`config.mk`:
```
export PLATFORM = sky130hd
export DESIGN_NAME = simple_transmitter
export DESIGN_NICKNAME = d
export VERILOG_FILES = /design/src/rtl/simple_transmitter.sv
export SDC_FILE = /design/constraint.sdc
export NUM_CORES = 1
export LEC_CHECK = 0
export CORE_UTILIZATION = 60
export DETAILED_ROUTE_END_ITERATION = 16
export PLACE_DENSITY = 0.8
export SYNTH_ARGS = -nofsm -noshare
export SYNTH_HDL_FRONTEND = slang
export SYNTH_SLANG_ARGS = --single-unit
```
`constraint.sdc`:
```
create_clock -name clk -period 3.9 [get_ports clk]
set_input_delay 0.975 -clock clk [delete_from_list [all_inputs] [get_ports clk]]
set_output_delay 0.975 -clock clk [all_outputs]
set_load 0.05 [all_outputs]
```
`src/rtl/simple_transmitter.sv`:
```
// UART transmitter: pops words from an FWFT FIFO and sends start bit, data LSB first,
// then STOP_BITS stop bits. Line idles high; dout comes straight from a register.
//
// state           | meaning
// STATE_WAIT      | idle, line high, waiting for a word in the FIFO
// STATE_READ_WORD | one-cycle pop; frame loaded into the shift register
// STATE_SEND_BITS | shifting the frame out, CLOCKS_PER_BIT cycles per bit
module simple_transmitter #(
  parameter logic [31:0] CLOCK_FREQUENCY = 32'd100_000_000,
  parameter logic [31:0] BAUD_RATE       = 32'd115200,
  parameter logic [31:0] WORD_WIDTH      = 32'd8,
  parameter logic [31:0] STOP_BITS       = 32'd1
) (
  input  logic                  clk,
  input  logic                  rst,
  input  logic [WORD_WIDTH-1:0] din,
  input  logic                  empty,
  output logic                  re,
  output logic                  dout,
  output logic                  busy
);

  localparam logic [31:0] CLOCKS_PER_BIT = CLOCK_FREQUENCY / BAUD_RATE;
  localparam logic [31:0] LAST_CLK       = CLOCKS_PER_BIT - 32'd1;
  localparam int          FRAME_BITS     = int'(WORD_WIDTH + 32'd1 + STOP_BITS);
  localparam int          BIT_CNT_W      = $clog2(FRAME_BITS + 1);
  localparam logic [BIT_CNT_W-1:0] LAST_BIT = BIT_CNT_W'(FRAME_BITS - 1);

  typedef enum logic [1:0] {
    STATE_WAIT,
    STATE_READ_WORD,
    STATE_SEND_BITS
  } state_t;

  state_t                 r_state;
  state_t                 w_state_next;
  logic [31:0]            r_clk_cnt;
  logic [BIT_CNT_W-1:0]   r_bit_cnt;
  logic [FRAME_BITS-1:0]  r_shift;
  logic                   w_bit_end;
  logic                   w_frame_end;

  assign w_bit_end   = (r_clk_cnt == LAST_CLK);
  assign w_frame_end = w_bit_end && (r_bit_cnt == LAST_BIT);

  always_comb begin
    w_state_next = r_state;
    case (r_state)
      STATE_WAIT:      if (!empty) w_state_next = STATE_READ_WORD;
      STATE_READ_WORD: w_state_next = STATE_SEND_BITS;
      STATE_SEND_BITS: if (w_frame_end) w_state_next = STATE_WAIT;
      default:         w_state_next = STATE_WAIT;
    endcase
  end

  always_ff @(posedge clk) begin
    if (rst) r_state <= STATE_WAIT;
    else     r_state <= w_state_next;
  end

  // Shifting in ones leaves the register all ones once the last stop bit is out.
  always_ff @(posedge clk) begin
    if (rst) begin
      r_shift   <= '1;
      r_clk_cnt <= '0;
      r_bit_cnt <= '0;
    end else begin
      case (r_state)
        STATE_READ_WORD: begin
          r_shift   <= {{STOP_BITS{1'b1}}, din, 1'b0};
          r_clk_cnt <= '0;
          r_bit_cnt <= '0;
        end
        STATE_SEND_BITS: begin
          if (w_bit_end) begin
            r_clk_cnt <= '0;
            r_shift   <= {1'b1, r_shift[FRAME_BITS-1:1]};
            r_bit_cnt <= w_frame_end ? '0 : r_bit_cnt + 1'b1;
          end else begin
            r_clk_cnt <= r_clk_cnt + 32'd1;
          end
        end
        default: begin
          r_shift   <= '1;
          r_clk_cnt <= '0;
          r_bit_cnt <= '0;
        end
      endcase
    end
  end

  assign dout = r_shift[0];
  assign re   = (r_state == STATE_READ_WORD);
  assign busy = (r_state != STATE_WAIT);

endmodule

```
-- Word level (Yosys, flattened, before mapping)
Index checks and enable logic that the tools add are counted.
- flip-flop bits (word level): 48
- bits of input ports: 11
- output and inout port bits: 3
- logic and storage cells: 26
- $add $sub $neg: 2
- eq/ne operators: 7
- multiplexer cells: 6
- bitwise gates (word level): 1
- reduce and logical (&&, ||, !) cells: 6
- operator list (operator ; number):
    adder 32 x 1 -> 32 bit (second input constant) ; 1
    equality test 32 x 10 -> 1 bit (second input constant) ; 1
    case mux 10 bit (2 select lines) ; 1
    two-way mux 10 bit ; 1
    != test 2 bit (second input constant) ; 3
    case mux 2 bit (3 select lines) ; 1
    adder 4 x 1 -> 4 bit (second input constant) ; 1
    equality test 4 bit (second input constant) ; 1
    two-way mux 2 bit ; 2
    two-way mux 4 bit ; 1
    OR reduction 3 bit ; 1
    equality test 2 x 1 -> 1 bit (second input constant) ; 1
    equality test 2 bit (second input constant) ; 1
    logical NOT 2 bit ; 1
    AND reduction 2 bit ; 1
    nonzero test 2 bit ; 1
    OR reduction 2 bit ; 1
    logical AND 1 bit ; 1
    NOT 1 bit ; 1

-- Logic depth before layout (Yosys ltp)
- word-level depth: 4
- gate-level depth with buffers: 8
- gate-level depth less buffers: 7

-- Least setup slack after synthesis
No wires, ideal clock.
- path kind: input-to-reg
- start: in rst
- end: reg r_clk_cnt[7]
- setup time: 0.064 ns
- data arrival time: 1.920 ns
- required time: 3.836 ns
- path slack: 1.916 ns
- stages: 6
- path buffers: 3
- path through: nand2b_1 clkbuf_1 or2_2 clkbuf_2 buf_2 nor2_1
- cells in the longest elaborated chain, start to end: 1
- RTL lines (element ; RTL line ; source):
    start: declaration ; 15 ; input logic rst,
    OR reduction 3 bit (no line) ; - ;
    end signal: assignment ; 80 ; r_clk_cnt <= r_clk_cnt + 32'd1;
    end: declaration ; 37 ; logic [31:0] r_clk_cnt;
No other way between the ends.
A chain may end at the register's enable or synchronous reset.

-- Worst setup path in the final report
- start: reg r_state[1]
- end: out re
- cells in the longest elaborated chain, start to end: 1
- RTL lines (element ; RTL line ; source):
    start: declaration ; 35 ; state_t r_state;
    start signal: assignment ; 58 ; else r_state <= w_state_next;
    equality test 2 x 1 -> 1 bit ; 93 ; assign re = (r_state == STATE_READ_WORD);
    end: declaration ; 18 ; output logic re,
No other way between the ends.

==> impl_metrics.csv <==
group,metric,value,unit
status,run_status,"finished, final reports clean",
routing,detail_route.wl_per_cell,13.4,um
synth,synth_area_per_cell,8.59,sq um
cells_and_area,fin_cells,328,
setup_path,worstPathArrival,2040,ps
cells_and_area,diodes,0,
pwr,pwr-share-clk,30.2,%
sta,report.final.slew_viol_count,0,
floorplan,fp.coreArea,3720,sq um
synth,syn-cell-area,2360,sq um
setup_path,path_buf_inv,2,
cells_and_area,multi_input_comb_area,1300,sq um
floorplan,fp-row-count,22,
synth,synth.distinct_cells,40,
synth,synth_top_flop_cell,"dfxtp_1",
synth,seq_area_frac_synth,39.8,%
sta,fin_crit,3010,ps
cts,clock_path_buffers,2,
synth,syn_nets,294,
sta,fin_crit_sh,77.3,%
setup_path,crit_slowest_cell,"clkdlybuf4s50_1",
cts,cts_tree,"done",
synth,yosysWarningCount,0,
routing,wirelength,4.41,mm
cts,post_cts_buffers,0,
hold_path,hold_class,"flip-flop to flip-flop",
cells_and_area,final_common_cell,"dfxtp_1",
cts,clockRootBuffer,"clkbuf_8",
pwr,swShare,30.5,%
placement,port_buffers,13,
setup_path,critPathKind,"flip-flop to primary output",
sta,worstMarginPinSlew,829,ps
sta,finClkSkew,8.46,ps
cells_and_area,nFillCells,322,
pwr,power.density,459,nW/um^2
cts,cts_resized,0,
routing,ant_nets,0,
floorplan,ioPinCount,14,
cells_and_area,final_layout_size_suffix_gt1_share,7.50,%
job,drv_cap,0,
routing,vias_per_cell,5.83,
synth,synth_edf_count,0,
synth,postSynthRegisterBits,47,
cts,numCtsBuffers,5,
global_route,overflow,0,
cells_and_area,layout_common_cells,"dfxtp_1, nor2_1, xnor2_1",
sta,finalSetupTns,0,ps
global_route,grt_pass1_vias,1710,
pwr,seqPwrFrac,46.4,%
setup_path,cp_cell_sequence,"inv_1 -> ha_1 -> clkdlybuf4s50_1",
routing,vias,1913,
sta,max_freq,332,MHz
setup_path,startpoint_type,"flip-flop",
pwr,p_leak,0.772,nW
cts,cts_num_sinks,47,
cells_and_area,nNetsFinal,298,
setup_path,crit_fanout,10,
setup_path,required,2920,ps
cts,clk_pin_slew,90,ps
global_route,grt_first_pass_wirelength,7.58,mm
pwr,ir_worst_vdd,0.213,mV
global_route,grt_max_degree,34,
placement,routabilityCongestion,0.760,
floorplan,die_w,64.7,um
sta,finalHoldViolations,0,
floorplan,die_h,64.7,um
cells_and_area,synthToLayoutAreaGrowth,9.75,%
floorplan,start_util,63.6,%
global_route,antenna_found_initial,0,
routing,drt_iter0_markers,114,
pwr,power_switching,0.363,mW
routing,drc_errors,0,
cts,hold_buffers,0,
cts,worst_skew_pair.late_latency,300,ps
global_route,grt_util_all_layers,23.3,%
cells_and_area,area.sequential,941,sq um
placement,dpl.cell_count,320,
setup_path,critPathTopFamily,"buffers and inverters",
sta,rsz0062_at_grt,"no",
setup_path,critPathMaxStageDelay,880,ps
cts,htree_levels,2,
pwr,pwr-share-comb,23.3,%
pwr,p_int,0.828,mW
routing,drtPass1Iterations,4,
synth,syn_inst,275,
sta,maxSlewHeadroom,44.2,%
setup_path,critPathCaptureType,"primary output",
floorplan,die_area,4190,sq um
synth,async_flop_share,0,%
placement,hpwlAfterDp,3.04,mm
sta,setup_violations,0,
## per-layer routing
layer | wire [um] | share of wire, % | up-vias | track usage (%)
li1 | - | - | 974 | -
met1 | 2080 | 47 | 886 | 29.2
met2 | 2060 | 47 | 48 | 38.8
met3 | 214 | 4.9 | 5 | 6.16
met4 | 51 | 1.2 | 0 | 6.94
met5 | 0 | 0 | - | 0
## power by group through the flow
| stage | logic [mW] | registers (mW) | clock network (mW) |
|---|---|---|---|
| after global placement | 0.273 | 0.562 | 0 |
| final | 0.278 | 0.553 | 0.360 |
| after CTS | 0.278 | 0.553 | 0.372 |
| after global routing | 0.310 | 0.558 | 0.392 |
| after floorplan | 0.206 | 0.568 | 0 |
| after detailed placement | 0.277 | 0.565 | 0 |
## metrics by stage
stage / hold slack (ps) / total power [mW] / setup slack, ps / cell area, sq um / util, %
detailed placement: 467 / 0.842 / 1030 / 2480 / 66.6
global placement: 453 / 0.835 / 1020 / 2480 / 66.6
global route: 517 / 1.26 / 749 / 2590 / 69.8
floorplan: 430 / 0.774 / 1920 / 2360 / -
CTS: 497 / 1.20 / 885 / 2590 / 69.8
finish: 490 / 1.19 / 887 / 2590 / 69.8
## layout make-up
type                            instances  area share (%)
Multi-Input combinational cell        200            50.1
Sequential cell                        47            36.3
Timing Repair Buffer                   13            5.02
Clock buffer                            5            2.65
Tap cell                               48            2.32
Clock inverter                          3            1.83
Inverter                               12            1.74
## sequential cells by signal, indices dropped and copies added, names as in the netlist
signal	flops
r_bit_cnt	4
r_shift	9
r_state	2
r_clk_cnt	32
## worst paths after layout
check	slack, ps	cells past startpoint	startpoint	to
worst max-delay path	890	3	r_state[1]	re
worst min register to register	490	1	r_clk_cnt[0]	r_clk_cnt[0]
worst min-delay path	490	1	r_clk_cnt[0]	r_clk_cnt[0]
worst max register to register	1660	6	r_clk_cnt[0]	r_clk_cnt[7]
## Yosys cell counts (2+ instances only)
cell,number,area [sq um]
xor2_1,6,52.6
a21oi_1,3,15.0
o21ba_2,2,20.0
a22oi_1,8,60.1
mux2i_1,2,20.0
nand3_1,9,45.0
buf_2,4,20.0
nor4_1,15,93.8
nor4b_1,2,17.5
clkbuf_2,3,15.0
nand2_1,13,48.8
nor2_1,43,161
nor4_2,4,50.1
nor3_1,18,90.1
nor2b_1,2,12.5
dfxtp_1,47,941
buf_1,3,11.3
ha_1,8,100
xnor2_1,24,210
clkbuf_1,5,18.8
inv_1,12,45.0
and3_1,4,25.0
and4_1,4,35.0
a31oi_1,8,50.1
nand4_1,11,68.8
## logic make-up after synthesis
family | Yosys count | synth area share (%)
flops | 47 | 39.8
xor+xnor | 30 | 11.1
buf+inv | 28 | 5.14
fa+ha+maj | 8 | 4.24
mux | 2 | 0.847
simple gates | 133 | 30.6
compound gates | 27 | 8.26
## worst reg2reg max path, cell delays in order (launching register included)
cell,delay [ps]
dfxtp_1,380
ha_1,250
nor4b_1,260
nand4_1,180
nor2_2,350
or2_2,570
nor2_1,120
Power figures use the tool's default switching activity.
